`src/rtl/hht_row_mac.sv`:
```
// hht_row_mac: per-row multiply-accumulate behind the HHT gather stage.
// Ports:
//   Clk, Rst (async active-low)
//   start/num_rows      begin a pass of num_rows rows
//   len_*               per-row nonzero count stream (valid/ready)
//   in_*                matrix/vector operand pairs (valid/ready)
//   out_*               row dot product + row index (valid/ready)
//   busy, done          pass status; done pulses after the last result

module hht_row_mac #(
    parameter int DW = 32,
    parameter int AW = 64,
    parameter int RW = 16
) (
    input  logic          Clk,
    input  logic          Rst,
    input  logic          start,
    input  logic [RW-1:0] num_rows,
    input  logic          len_valid,
    output logic          len_ready,
    input  logic [31:0]   len_data,
    input  logic          in_valid,
    output logic          in_ready,
    input  logic [DW-1:0] in_mval,
    input  logic [DW-1:0] in_vval,
    output logic          out_valid,
    input  logic          out_ready,
    output logic [AW-1:0] out_data,
    output logic [RW-1:0] out_row,
    output logic          busy,
    output logic          done
);

    typedef enum logic [1:0] {
        IDLE,
        GETLEN,
        ACCUM,
        EMIT
    } state_t;

    state_t          state;
    logic [AW-1:0]   acc;
    logic [31:0]     remaining;
    logic [RW-1:0]   rows_left;
    logic [RW-1:0]   row_idx;

    logic [2*DW-1:0] prod;
    logic [AW-1:0]   acc_next;

    // Full-width product, then resized to the accumulator: zero-extended
    // when AW is wider, truncated (modulo 2^AW) when narrower.
    assign prod     = (2*DW)'(in_mval) * (2*DW)'(in_vval);
    assign acc_next = acc + AW'(prod);

    always_ff @(posedge Clk or negedge Rst) begin
        if (!Rst) begin
            state     <= IDLE;
            acc       <= '0;
            remaining <= '0;
            rows_left <= '0;
            row_idx   <= '0;
            len_ready <= 1'b0;
            in_ready  <= 1'b0;
            out_valid <= 1'b0;
            out_data  <= '0;
            out_row   <= '0;
            busy      <= 1'b0;
            done      <= 1'b0;
        end else begin
            done <= 1'b0;
            unique case (state)
                IDLE: begin
                    if (start) begin
                        if (num_rows != '0) begin
                            rows_left <= num_rows;
                            row_idx   <= '0;
                            busy      <= 1'b1;
                            len_ready <= 1'b1;
                            state     <= GETLEN;
                        end else begin
                            done <= 1'b1;
                        end
                    end
                end
                GETLEN: begin
                    if (len_valid && len_ready) begin
                        remaining <= len_data;
                        acc       <= '0;
                        len_ready <= 1'b0;
                        if (len_data == 32'd0) begin
                            // Empty row: emit a zero result directly.
                            out_valid <= 1'b1;
                            out_data  <= '0;
                            out_row   <= row_idx;
                            state     <= EMIT;
                        end else begin
                            in_ready <= 1'b1;
                            state    <= ACCUM;
                        end
                    end
                end
                ACCUM: begin
                    if (in_valid && in_ready) begin
                        acc       <= acc_next;
                        remaining <= remaining - 32'd1;
                        if (remaining == 32'd1) begin
                            in_ready  <= 1'b0;
                            out_valid <= 1'b1;
                            out_data  <= acc_next;
                            out_row   <= row_idx;
                            state     <= EMIT;
                        end
                    end
                end
                EMIT: begin
                    if (out_valid && out_ready) begin
                        out_valid <= 1'b0;
                        row_idx   <= row_idx + RW'(1);
                        rows_left <= rows_left - RW'(1);
                        if (rows_left == RW'(1)) begin
                            done  <= 1'b1;
                            busy  <= 1'b0;
                            state <= IDLE;
                        end else begin
                            len_ready <= 1'b1;
                            state     <= GETLEN;
                        end
                    end
                end
                default: state <= IDLE;
            endcase
        end
    end

endmodule
```
`config.mk`:
```
export PLATFORM = sky130hd
export DESIGN_NAME = hht_row_mac
export DESIGN_NICKNAME = d
export VERILOG_FILES = /design/src/rtl/hht_row_mac.sv
export SDC_FILE = /design/constraint.sdc
export NUM_CORES = 2
export LEC_CHECK = 0
export ABC_AREA = 1
export CORE_MARGIN = 1.5
export CORE_UTILIZATION = 55
export DETAILED_ROUTE_END_ITERATION = 6
export GPL_TIMING_DRIVEN = 0
export MAX_ROUTING_LAYER = met4
export PLACE_DENSITY = 0.73
export SLEW_MARGIN = 20
export SYNTH_ARGS = -nofsm -noshare
export SYNTH_HDL_FRONTEND = slang
export SYNTH_SLANG_ARGS = --single-unit
```
`constraint.sdc`:
```
create_clock -name Clk -period 8 [get_ports Clk]
set_input_delay 1.2 -clock Clk [delete_from_list [all_inputs] [get_ports Clk]]
set_output_delay 1.2 -clock Clk [all_outputs]
set_load 0.005 [all_outputs]
```
==> flow_metrics.tcl <==
set metrics [dict create \
    globalRoute.totalOverflow 0 \
    grt_pass1_wl_um 263000 \
    ctsHoldBuffers 0 \
    commonest_cells_after_routing_fill_and_taps_aside "sky130_fd_sc_hd__nand2_1, sky130_fd_sc_hd__inv_1, sky130_fd_sc_hd__fa_1" \
    worst_setup_hold_path_clk_slew_ns 0.06 \
    clock_sink_count 215 \
    final.min_clock_period_ns 7.85 \
    footprint_of_the_multi_input_gates_sq_um 34300 \
    post-route-worst-setup-slack_ns 0.152 \
    worst_slew_margin_rel_pct 21.3 \
    rsz_0062_raised_after_global_routing "yes" \
    status "finished with violations" \
    insertion_delay_ns 0.57 \
    max_slew.worst_pin.slew_ns 1.18 \
    number_of_drc_markers_after_the_initial_detailed_route_iteration 3636 \
    timing.critical_path.slowest_stage_cell "sky130_fd_sc_hd__fa_1" \
    numPortBuffers 202 \
    synth_enable_flop_cells 0 \
    postSynth.topFlopCell "sky130_fd_sc_hd__dfrtp_1" \
    num_vias 41700 \
    cp_slowest_stage_delay_ns 0.60 \
    fillerInstances 7848 \
    number_of_maximum_capacitance_violations 0 \
    drc 1 \
    hpwlAfterDp_um 149000 \
    maximum_buffer_depth_of_the_clock_tree 3 \
    timing_max_transition_violations_final 0 \
    final-seq-area_sq_um 5380 \
    post_synth_num_cell_types 43 \
    io_pins 203 \
    failed_checks "design-rule violations" \
    synth-warning-count 0 \
    die_area_sq_um 88000 \
    syn_area_sq_um 47400 \
    postSynthNetCount 7662 \
    combined_buffer_and_inverter_count_along_the_critical_path 7 \
    worst-setup-path-type "input pin to register" \
    synth_to_final_area_change_pct 11.8 \
    core_region_area_sq_um 85300 \
    final_design_area_no_fill_sq_um 53000 \
    wl_per_cell_um 22.5 \
    layout_commonest_cell "sky130_fd_sc_hd__nand2_1" \
    fin_worst_skew_ns 0.0284 \
    finalWeightedCongestion 1.06 \
    synthTopCellsByArea "sky130_fd_sc_hd__fa_1, sky130_fd_sc_hd__nand2_1, sky130_fd_sc_hd__inv_1, sky130_fd_sc_hd__dfrtp_1, sky130_fd_sc_hd__ha_1" \
    initial_core_util_pct 55.6 \
    count_of_antenna_violating_nets_left_after_detailed_routing 0 \
    cts-buffers-inserted 23 \
    critical_path_peak_fanout 10 \
    asyncSetResetFlopFracSynth_pct 100 \
    pre_cts_slack_ns -1.78 \
    hp-class "register to register" \
    hold_viol_final 0 \
    postSynthCellCount 6331 \
    htree_levels 1 \
    crit_top_cell "sky130_fd_sc_hd__fa_1" \
    cell_type_with_the_largest_total_area_after_synthesis "sky130_fd_sc_hd__fa_1" \
    pin_count_of_the_biggest_net_entering_global_routing 78 \
    post-synth-top-area-fraction_pct 40.5 \
    cp_data_required_time_ns 8.48 \
    setup_failing_eps_final 0 \
    track_usage_pct 42.3 \
    dr.pass1.iters 7 \
    cp_data_arrival_time_ns 8.33 \
    post_synth.cell_area_avg_sq_um 7.49 \
    clock_tree.root_cell "sky130_fd_sc_hd__clkbuf_16" \
    worstSetupEndpointType "register" \
    chipHeight_um 297 \
    critPathTopFamily "adder cells" \
    ys_seq_elements 215 \
    first_global_vias 41900 \
    fraction_of_the_yosys_area_taken_by_sequential_cells_pct 11.3 \
    final_layout_size_suffix_gt1_share_pct 6.08 \
    fmaxAchievable_mhz 127 \
    setup.worst_path.start_class "input pin" \
    antenna_violations_before_repair 3 \
    dpl_cell_area_sq_um 50900 \
    vias_per_cell 5.40 \
    die_w_um 297 \
    tritoncts "done" \
    final_period_utilization_pct 98.1 \
    core.rowCount 107 \
    detail_route.wirelength_um 174000 \
    design.final.nets 7892 \
]
## Yosys cell counts, types with 3 or more instances
master and n:
sky130_fd_sc_hd__o211ai_1 5, sky130_fd_sc_hd__nand2_1 1936, sky130_fd_sc_hd__o21bai_1 9, sky130_fd_sc_hd__clkbuf_1 233, sky130_fd_sc_hd__a31oi_1 4, sky130_fd_sc_hd__nand4_1 58
sky130_fd_sc_hd__buf_6 8, sky130_fd_sc_hd__a21oi_1 106, sky130_fd_sc_hd__o22ai_1 9, sky130_fd_sc_hd__o31ai_1 7, sky130_fd_sc_hd__o21ai_2 10, sky130_fd_sc_hd__or2_2 7
sky130_fd_sc_hd__ha_1 254, sky130_fd_sc_hd__xnor2_1 8, sky130_fd_sc_hd__inv_1 1892, sky130_fd_sc_hd__fa_1 959, sky130_fd_sc_hd__buf_1 3, sky130_fd_sc_hd__inv_2 3
sky130_fd_sc_hd__dfrtp_1 215, sky130_fd_sc_hd__buf_4 3, sky130_fd_sc_hd__nand3b_1 13, sky130_fd_sc_hd__buf_2 9, sky130_fd_sc_hd__nor2_1 199, sky130_fd_sc_hd__nor3_1 28
sky130_fd_sc_hd__nand3_1 105, sky130_fd_sc_hd__and2_1 3, sky130_fd_sc_hd__o21ai_1 29, sky130_fd_sc_hd__xor2_1 20, sky130_fd_sc_hd__a21boi_0 3, sky130_fd_sc_hd__o21ai_0 168
sky130_fd_sc_hd__nor4_1 11
## layer usage
layer,vias to the layer above,wire (um),track usage (%)
met2,2345,74700,61.4
met5,-,0,-
met3,530,20100,10.5
li1,18300,-,-
met4,0,11300,21.1
met1,20500,67900,55.2
## cells by family after synthesis
family	after synthesis	share of synthesized area [%]
fa+ha+maj	1213	47.2
buf+inv	2152	17.2
xor+xnor	28	0.517
compound gates	358	4.07
simple gates	2365	19.7
flops	215	11.3
## cell type report
type	instances	area share [%]
antenna	4	0.0189
buffer	257	3.90
clock buffer	30	1.23
clock inverter	11	0.243
inverter	1895	13.4
multi-input combinational	3964	64.6
sequential	215	10.2
tap	1144	2.70
timing repair buffer	205	3.70
## flip-flops by register name, summed over array words and instances (netlist names)
signal	flops
row_idx	16
state	2
in_ready	1
done	1
rows_left	16
remaining	32
out_row	16
out_data	64
out_valid	1
busy	1
acc	64
len_ready	1
## final timing paths
check	cells after the start	slack, ns	to	startpoint
setup / recovery	25	0.15	acc[52]	in_mval[3]
hold / removal	2	0.48	out_row[15]	out_row[15]
setup reg to reg	26	1.00	acc[49]	acc[24]
hold reg to reg	2	0.48	out_row[15]	out_row[15]
max in group asynchronous	2	6.63	acc[45]	Rst
min in group asynchronous	1	0.56	busy	Rst
## tightest hold or removal path, cell delays in order, from the launching register on
cell                      delay, ns
sky130_fd_sc_hd__dfrtp_1       0.35
sky130_fd_sc_hd__nand2_1       0.05
sky130_fd_sc_hd__nand2_1       0.05
## per-stage QoR
step | setup TNS (ns) | utilization [%] | std cells | hold slack, ns
3_3_place_gp | -930.62 | 59.6 | 7677 | 0.454
6_report | 0 | 62.1 | 7725 | 0.478
2_1_floorplan | 0 | - | 6331 | 0.449
3_5_place_dp | -136.75 | 59.7 | 7679 | 0.462
4_1_cts | -0.0389 | 61.7 | 7720 | 0.482
5_1_grt | -0.0511 | 62.1 | 7725 | 0.500
## timing repair
item                       4_1_cts  5_1_grt
pin swaps                        0       11
setup endpoints to repair       99       90
gates resized for setup        452      341
buffers inserted                 0        1
Power is not shown: default switching activity piles up to over one toggle a cycle in this logic, so the estimate is an artifact.
